`config.mk`:
```
export PLATFORM = sky130hd
export DESIGN_NAME = alu_pipe
export DESIGN_NICKNAME = d
export VERILOG_FILES = /design/src/rtl/alu_pipe.sv
export SDC_FILE = /design/constraint.sdc
export NUM_CORES = 1
export LEC_CHECK = 0
export CORE_MARGIN = 2
export CORE_UTILIZATION = 54
export CTS_CLUSTER_DIAMETER = 80
export DETAILED_ROUTE_END_ITERATION = 16
export PLACE_DENSITY_LB_ADDON = 0.1
export SLEW_MARGIN = 10
export SYNTH_ARGS = -nofsm -noshare
export SYNTH_HDL_FRONTEND = slang
export SYNTH_SLANG_ARGS = --single-unit
```
`constraint.sdc`:
```
create_clock -name clk -period 2.4 [get_ports clk]
set_input_delay 0.48 -clock clk [delete_from_list [all_inputs] [get_ports clk]]
set_output_delay 0.48 -clock clk [all_outputs]
set_load 0.05 [all_outputs]
```
`src/rtl/alu_pipe.sv`:
```
// Registered ALU with valid/ready handshake; optional iterative MULTU under `ALU_MUL_EN.
// Latency: 1 cycle for single-cycle ops, WIDTH+1 cycles for MULTU.
// Backpressure: result held while out_ready is low; in_ready drops while stalled or busy.
module alu_pipe #(
   parameter int WIDTH = 32
) (
   input  logic             clk,
   input  logic             rst_n,
   input  logic             in_valid,
   output logic             in_ready,
   input  logic [WIDTH-1:0] a,
   input  logic [WIDTH-1:0] b,
   input  logic [4:0]       aluc,
   output logic             out_valid,
   input  logic             out_ready,
   output logic [WIDTH-1:0] r,
   output logic [WIDTH-1:0] r_hi,
   output logic             zero,
   output logic             carry,
   output logic             negative,
   output logic             overflow,
   output logic             illegal,
   output logic             busy
);
   localparam int SHW = $clog2(WIDTH);
   localparam int MSB = WIDTH - 1;

   typedef struct packed {
      logic [WIDTH-1:0] r;
      logic [WIDTH-1:0] r_hi;
      logic             zero;
      logic             carry;
      logic             negative;
      logic             overflow;
      logic             illegal;
   } res_t;

   res_t             res_q;
   res_t             alu_res;
   res_t             mul_res;
   logic             out_valid_q;
   logic             busy_w;
   logic             accept;
   logic             out_take;
   logic             load_alu;
   logic             load_mul;
   logic [WIDTH:0]   add_ext;
   logic [WIDTH-1:0] diff;
   logic [SHW-1:0]   sh;
   logic [SHW-1:0]   sh_m1;
   logic [SHW-1:0]   sh_neg;

   assign in_ready = !busy_w && (!out_valid_q || out_ready);
   assign accept   = in_valid && in_ready;
   assign out_take = out_valid_q && out_ready;

   assign add_ext = {1'b0, a} + {1'b0, b};
   assign diff    = a - b;
   assign sh      = a[SHW-1:0];
   assign sh_m1   = sh - SHW'(1);
   // Index of the last bit shifted out by a left shift: WIDTH-sh, taken modulo WIDTH
   assign sh_neg  = SHW'(0) - sh;

   always_comb begin
      alu_res = '0;
      if (aluc[4]) begin
         alu_res.illegal = 1'b1;
      end else begin
         case (aluc[3:0])
            4'b0000: begin
               alu_res.r     = add_ext[WIDTH-1:0];
               alu_res.carry = add_ext[WIDTH];
            end
            4'b0010: begin
               alu_res.r        = add_ext[WIDTH-1:0];
               alu_res.overflow = (a[MSB] == b[MSB]) && (add_ext[MSB] != a[MSB]);
            end
            4'b0001: begin
               alu_res.r     = diff;
               alu_res.carry = a < b;
            end
            4'b0011: begin
               alu_res.r        = diff;
               alu_res.overflow = (a[MSB] != b[MSB]) && (diff[MSB] != a[MSB]);
            end
            4'b0100: alu_res.r = a & b;
            4'b0101: alu_res.r = a | b;
            4'b0110: alu_res.r = a ^ b;
            4'b0111: alu_res.r = ~(a | b);
            4'b1000, 4'b1001: alu_res.r = {b[WIDTH/2-1:0], {(WIDTH/2){1'b0}}};
            4'b1011: alu_res.r = {{(WIDTH-1){1'b0}}, $signed(a) < $signed(b)};
            4'b1010: begin
               alu_res.r     = {{(WIDTH-1){1'b0}}, a < b};
               alu_res.carry = a < b;
            end
            4'b1100: begin
               alu_res.r     = $unsigned($signed(b) >>> sh);
               alu_res.carry = (sh != '0) && b[sh_m1];
            end
            4'b1101: begin
               alu_res.r     = b >> sh;
               alu_res.carry = (sh != '0) && b[sh_m1];
            end
            default: begin
               alu_res.r     = b << sh;
               alu_res.carry = (sh != '0) && b[sh_neg];
            end
         endcase
      end
      alu_res.zero     = (alu_res.r == '0);
      alu_res.negative = alu_res.r[MSB];
   end

`ifdef ALU_MUL_EN
   typedef enum logic [1:0] {IDLE, RUN, DONE} state_t;

   state_t             state_q;
   state_t             state_d;
   logic [SHW-1:0]     cnt_q;
   logic [WIDTH-1:0]   mcand_q;
   logic [2*WIDTH-1:0] prod_q;
   logic [WIDTH:0]     part_sum;
   logic               mul_start;

   assign mul_start = accept && (aluc == 5'b10000);
   assign load_alu  = accept && !mul_start;
   assign busy_w    = (state_q != IDLE);
   // Shift-add step: upper half accumulates the multiplicand when the current multiplier bit is set
   assign part_sum  = {1'b0, prod_q[2*WIDTH-1:WIDTH]} + (prod_q[0] ? {1'b0, mcand_q} : '0);

   always_comb begin
      state_d  = state_q;
      load_mul = 1'b0;
      case (state_q)
         IDLE: if (mul_start) state_d = RUN;
         RUN:  if (cnt_q == SHW'(WIDTH - 1)) state_d = DONE;
         DONE: begin
            if (!out_valid_q || out_ready) begin
               load_mul = 1'b1;
               state_d  = IDLE;
            end
         end
         default: state_d = IDLE;
      endcase
   end

   always_ff @(posedge clk or negedge rst_n) begin
      if (!rst_n) begin
         state_q <= IDLE;
         cnt_q   <= '0;
         mcand_q <= '0;
         prod_q  <= '0;
      end else begin
         state_q <= state_d;
         if (mul_start) begin
            cnt_q   <= '0;
            mcand_q <= a;
            prod_q  <= {{WIDTH{1'b0}}, b};
         end else if (state_q == RUN) begin
            cnt_q  <= cnt_q + SHW'(1);
            prod_q <= {part_sum, prod_q[WIDTH-1:1]};
         end
      end
   end

   always_comb begin
      mul_res          = '0;
      mul_res.r        = prod_q[WIDTH-1:0];
      mul_res.r_hi     = prod_q[2*WIDTH-1:WIDTH];
      mul_res.zero     = (prod_q == '0);
      mul_res.carry    = (prod_q[2*WIDTH-1:WIDTH] != '0);
      mul_res.negative = prod_q[2*WIDTH-1];
   end
`else
   assign busy_w   = 1'b0;
   assign load_alu = accept;
   assign load_mul = 1'b0;
   assign mul_res  = '0;
`endif

   always_ff @(posedge clk or negedge rst_n) begin
      if (!rst_n) begin
         res_q       <= '0;
         out_valid_q <= 1'b0;
      end else if (load_alu) begin
         res_q       <= alu_res;
         out_valid_q <= 1'b1;
      end else if (load_mul) begin
         res_q       <= mul_res;
         out_valid_q <= 1'b1;
      end else if (out_take) begin
         out_valid_q <= 1'b0;
      end
   end

   assign out_valid = out_valid_q;
   assign r         = res_q.r;
   assign r_hi      = res_q.r_hi;
   assign zero      = res_q.zero;
   assign carry     = res_q.carry;
   assign negative  = res_q.negative;
   assign overflow  = res_q.overflow;
   assign illegal   = res_q.illegal;
   assign busy      = busy_w;
endmodule

```
==> out/metrics.yaml, run 1 <==
run_status: "stopped before the end"
haltStage: "global routing"
stop_error: "[ERROR GRT-0116] Global routing finished with congestion. Check the congestion regions in the DRC Viewer."
ys_async_sr_fraction_pct: 100
cts_buffers: 5
grt_usage_pct: 78.2
rows: 55
syn_inst: 1760
grt_overflow_total: 180
synth_cell_types: 100
place_congestion: 1.19
chipHeight_um: 157
grt_pass1_wl_mm: 147
initial_core_util_pct: 55.3
synth_area_um2: 12600
ys_seq_area_share_pct: 7.36
port-buffer-count: 111
cts.sinks: 37
synth_flop_cell: "dfrtp_1"
ys_seq_elements: 37
root_buffer: "clkbuf_16"
postSynthAreaPerCell_um2: 7.15
dpl_cell_area_um2: 18300
dp_hpwl_mm: 55.6
first_global_vias: 23700
die_w_um: 157
grt_max_degree: 53
io_pins: 145
synth_warnings: 0
clockBufferDepth: 2
htreeDepth: 2
synth-edff-count: 0
-- Yosys cell counts (11+ instances only) --
cell type | n | area (um2)
o211ai_1 | 40 | 300
a21o_1 | 17 | 128
buf_4 | 47 | 353
mux4_2 | 42 | 946
o21ai_0 | 118 | 591
nor4_1 | 16 | 100
o22ai_1 | 15 | 93.8
nand3_1 | 41 | 205
nor2_1 | 144 | 541
nor3_1 | 41 | 205
a21oi_1 | 140 | 701
a22oi_1 | 22 | 165
nor2b_1 | 15 | 93.8
inv_1 | 97 | 364
o21a_1 | 11 | 82.6
nand4_1 | 16 | 100
buf_1 | 14 | 52.6
buf_2 | 39 | 195
mux2_2 | 32 | 360
nand2_1 | 216 | 811
dfrtp_1 | 37 | 926
mux2i_1 | 68 | 681
a211oi_1 | 31 | 233
nand2b_1 | 16 | 100
and3_1 | 11 | 68.8
xnor2_1 | 23 | 201
a221o_1 | 18 | 180
a221oi_1 | 18 | 158
ha_1 | 98 | 1230
a31oi_1 | 17 | 106
clkbuf_1 | 72 | 270
xor2_1 | 11 | 96.3
o31ai_1 | 16 | 120
-- what timing repair did --
action                     CTS
pin swaps                  171
hold buffers                 0
gates resized for setup    543
setup endpoints to repair   35
buffers inserted           104
hold endpoints to repair     0
cloned                       1
-- kinds of logic after synthesis --
family | synth area share, %
compound gates | 31.7
xor+xnor | 2.37
fa+ha+maj | 10.1
buf+inv | 11.1
flops | 7.36
mux | 16.4
other cells | 0.0298
simple gates | 21.0
-- metrics by stage --
stage / hold WS (ps) / instances / util, % / TNS (ps) / setup WS (ps)
floorplan: 184 / 1792 / - / -20450 / -1480
detailed placement: 472 / 2679 / 80.5 / -46430 / -2070
global placement: 458 / 2679 / 80.5 / -44200 / -2050
CTS: 298 / 2780 / 92.4 / -17610 / -1080
-- routing by layer --
layer / global-route usage, % / overflow
met1: 76.6 / 1
met2: 95.7 / 83
met3: 62.2 / 2
met4: 81.4 / 94
met5: 28.6 / 0
==> inputs of run 2 (changes only) <==
--- a/config.mk
+++ b/config.mk
@@ -6,10 +6,9 @@
 export NUM_CORES = 1
 export LEC_CHECK = 0
 export CORE_MARGIN = 2
-export CORE_UTILIZATION = 54
-export CTS_CLUSTER_DIAMETER = 80
+export CORE_UTILIZATION = 40
 export DETAILED_ROUTE_END_ITERATION = 16
-export PLACE_DENSITY_LB_ADDON = 0.1
+export PLACE_DENSITY_LB_ADDON = 0.15
 export SLEW_MARGIN = 10
 export SYNTH_ARGS = -nofsm -noshare
 export SYNTH_HDL_FRONTEND = slang
==> constraint.sdc (replaced) <==
create_clock -name clk -period 3.12 [get_ports clk]
set_input_delay 0.624 -clock clk [delete_from_list [all_inputs] [get_ports clk]]
set_output_delay 0.624 -clock clk [all_outputs]
set_load 0.05 [all_outputs]
==> out/metrics.yaml, run 2 <==
power_uw: 5700
clockBufferDepth: 2
rsz0062_at_grt: "true"
final_common_cell: "buf_4"
cts_tree: "built"
wirelength_mm: 78.4
postSynthAreaPerCell_um2: 7.15
cp.arrival_ps: 3980
internal_power_uw: 2920
synth_top_cell_by_area: "ha_1"
slew_viol_final: 0
clkLatencyLatePin_ps: 280
synth_area_um2: 12600
p_switching_uw: 2780
core_um2: 30700
root_buffer: "clkbuf_16"
hold_viol_final: 0
synth_cell_types: 100
finalSetupTns_ps: -4600
grt_usage_pct: 45.3
required_ps: 3330
fin_nets: 2697
worstReg2RegStart: "out_valid"
port-buffer-count: 111
cts.sinks: 37
synth-edff-count: 0
run_status: "complete, but fails checks"
vias: 18500
dp_hpwl_mm: 61.8
drc_errors: 0
syn_inst: 1760
period_share_pct: 121
setup_viol: 19
synth_warnings: 0
clk_pin_slew_worst_paths_ps: 50
chipHeight_um: 181
grt_max_degree: 53
grt_pass1_wl_mm: 112
final.fill_count: 2542
first_pass_iters: 8
drive_gt1_share_pct: 49.6
critPathKind: "in -> reg"
yosysMostFrequentCell: "nand2_1"
fp.dieArea_um2: 32900
violations: "setup timing"
rr_endpoint: "zero"
rows: 64
synth.top_cells.by_count: "nand2_1, nor2_1, a21oi_1"
synth_flop_cell: "dfrtp_1"
worstMarginPinSlew_ps: 792
worst_slack_ps: -649
htreeDepth: 2
fin_crit_ps: 3770
synth_area_leaders: "ha_1, mux4_2, dfrtp_1"
cap_violations: 0
ir_drop_uv: 226
ys_async_sr_fraction_pct: 100
hold_buffers: 0
die_w_um: 181
fin_skew_ps: 3.79
area_growth_pct: 74.4
first_global_vias: 17500
cts_buffers: 5
ys_seq_area_share_pct: 7.36
combPwrFrac_pct: 81.6
placedCellCount: 2808
drt_iter0_drc: 2427
antenna_found_initial: 3
seqCellArea_um2: 926
ys_seq_elements: 37
crit_path_start_kind: "input port"
setup.worst_path.end_class: "flip-flop"
antenna_left: 0
cp_max_fo: 3
wl_per_cell_um: 26.8
clkPwrFrac_pct: 8.3
rr_worst_depth: 12
p_leak_uw: 0.00993
initial_core_util_pct: 40.9
multiInputGateArea_um2: 12300
r2r_slack_ps: 50
vias_per_cell: 6.32
io_pins: 145
final_cell_mix: "buf_4, nand2_1, nor2_1, a21oi_1, o21ai_0"
place_congestion: 1.10
p_sw_share_pct: 48.8
relSlewSlack_pct: 47.2
hold_path_class: "in -> async"
grt_overflow_total: 0
power.density_nw_per_um2: 260
seqPwrFrac_pct: 10.1
stdcell_count: 2925
timing.fmax_mhz: 265
synth.top_cell.area_share_pct: 9.74
largest_reg_flops: 32
==> run 2: cell counts after synthesis <==
No cell type changed its count.
==> run 2: worst max-delay path by stage <==
stage	start	end	slack, ps	cells after the start
6_report	a[0]	zero	-650	18
5_1_grt	a[0]	zero	-770	15
2_1_floorplan	a[0]	zero	-900	19
4_1_cts	a[0]	zero	-660	18
3_5_place_dp	b[17]	zero	-1630	16
3_3_place_gp	b[13]	zero	-1700	16
==> run 2: cells by family after synthesis <==
| family | count (synthesis) | share of synthesized area [%] |
|---|---|---|
| AO/OA/AOI/OAI | 586 | 31.7 |
| other | 1 | 0.0298 |
| multiplexers | 148 | 16.4 |
| flip-flops | 37 | 7.36 |
| XOR/XNOR | 34 | 2.37 |
| AND/OR/NAND/NOR | 569 | 21.0 |
| buffers and inverters | 285 | 11.1 |
| adder cells (fa/ha/maj) | 100 | 10.1 |
==> run 2: metal layers <==
metal | up-vias | wire (um) | GRT usage, %
met5 | - | 16 | 0
met4 | 2 | 6700 | 30.0
met3 | 340 | 9560 | 9.89
met2 | 1388 | 32600 | 68.3
met1 | 8756 | 29500 | 58.1
li1 | 8003 | - | -
==> run 2: layout make-up <==
| type | count | share of cell area (%) |
|---|---|---|
| diodes | 4 | 0.0456 |
| clock buffers | 6 | 0.587 |
| clock inverters | 2 | 0.0456 |
| inverters | 100 | 1.92 |
| multi-input cells | 1470 | 56.2 |
| flip-flops and latches | 37 | 4.22 |
| well taps | 396 | 2.26 |
| repair buffers | 910 | 34.7 |
==> run 2: stage by stage <==
| step | hold slack [ps] | cell area, um2 | setup WS [ps] | utilization (%) |
|---|---|---|---|---|
| floorplan | 328 | 13000 | -901 | - |
| global placement | 459 | 18700 | -1700 | 60.9 |
| detailed placement | 463 | 18700 | -1630 | 60.9 |
| CTS | 458 | 20900 | -656 | 68.1 |
| global route | 509 | 21900 | -767 | 71.4 |
| finish | 434 | 21900 | -649 | 71.4 |
==> run 2: power by group through the flow <==
| stage | clock network (uW) | registers [uW] | logic (uW) |
|---|---|---|---|
| 5_1_grt | 496 | 585 | 4810 |
| 2_1_floorplan | 0 | 793 | 1730 |
| 3_5_place_dp | 0 | 584 | 3770 |
| 6_report | 473 | 576 | 4650 |
| 4_1_cts | 476 | 576 | 4240 |
| 3_3_place_gp | 0 | 581 | 3750 |
==> run 2: repair_timing <==
action / 4_1_cts / 5_1_grt
endpoints found under the setup margin: 31 / 28
gates cloned: 0 / 1
pin swaps: 146 / 106
endpoints found under the hold margin: 0 / 0
gates resized for setup: 467 / 207
buffers inserted: 81 / 41
==> run 2: worst max-delay path: stages <==
cell and delay, ps:
buf_12 90, inv_8 30, ha_4 150, inv_2 50, fa_2 220, nand2b_4 60, a221o_1 410, o211a_1 310
buf_4 150, buf_4 140, a211oi_4 250, mux2i_2 120, o311ai_2 260, nand3_1 180, nor4_4 230, nand4_1 220
nor4_1 280, a32o_2 200
Note: power is estimated with default switching activity, not from simulation.
==> inputs of run 3 (changes only) <==
--- a/config.mk
+++ b/config.mk
@@ -8,6 +8,7 @@
 export CORE_MARGIN = 2
 export CORE_UTILIZATION = 40
 export DETAILED_ROUTE_END_ITERATION = 16
+export HOLD_SLACK_MARGIN = 0.15
 export PLACE_DENSITY_LB_ADDON = 0.15
 export SLEW_MARGIN = 10
 export SYNTH_ARGS = -nofsm -noshare
==> results of run 3 <==
Same layout as run 2: the final DEF is identical, and so are final timing and power.
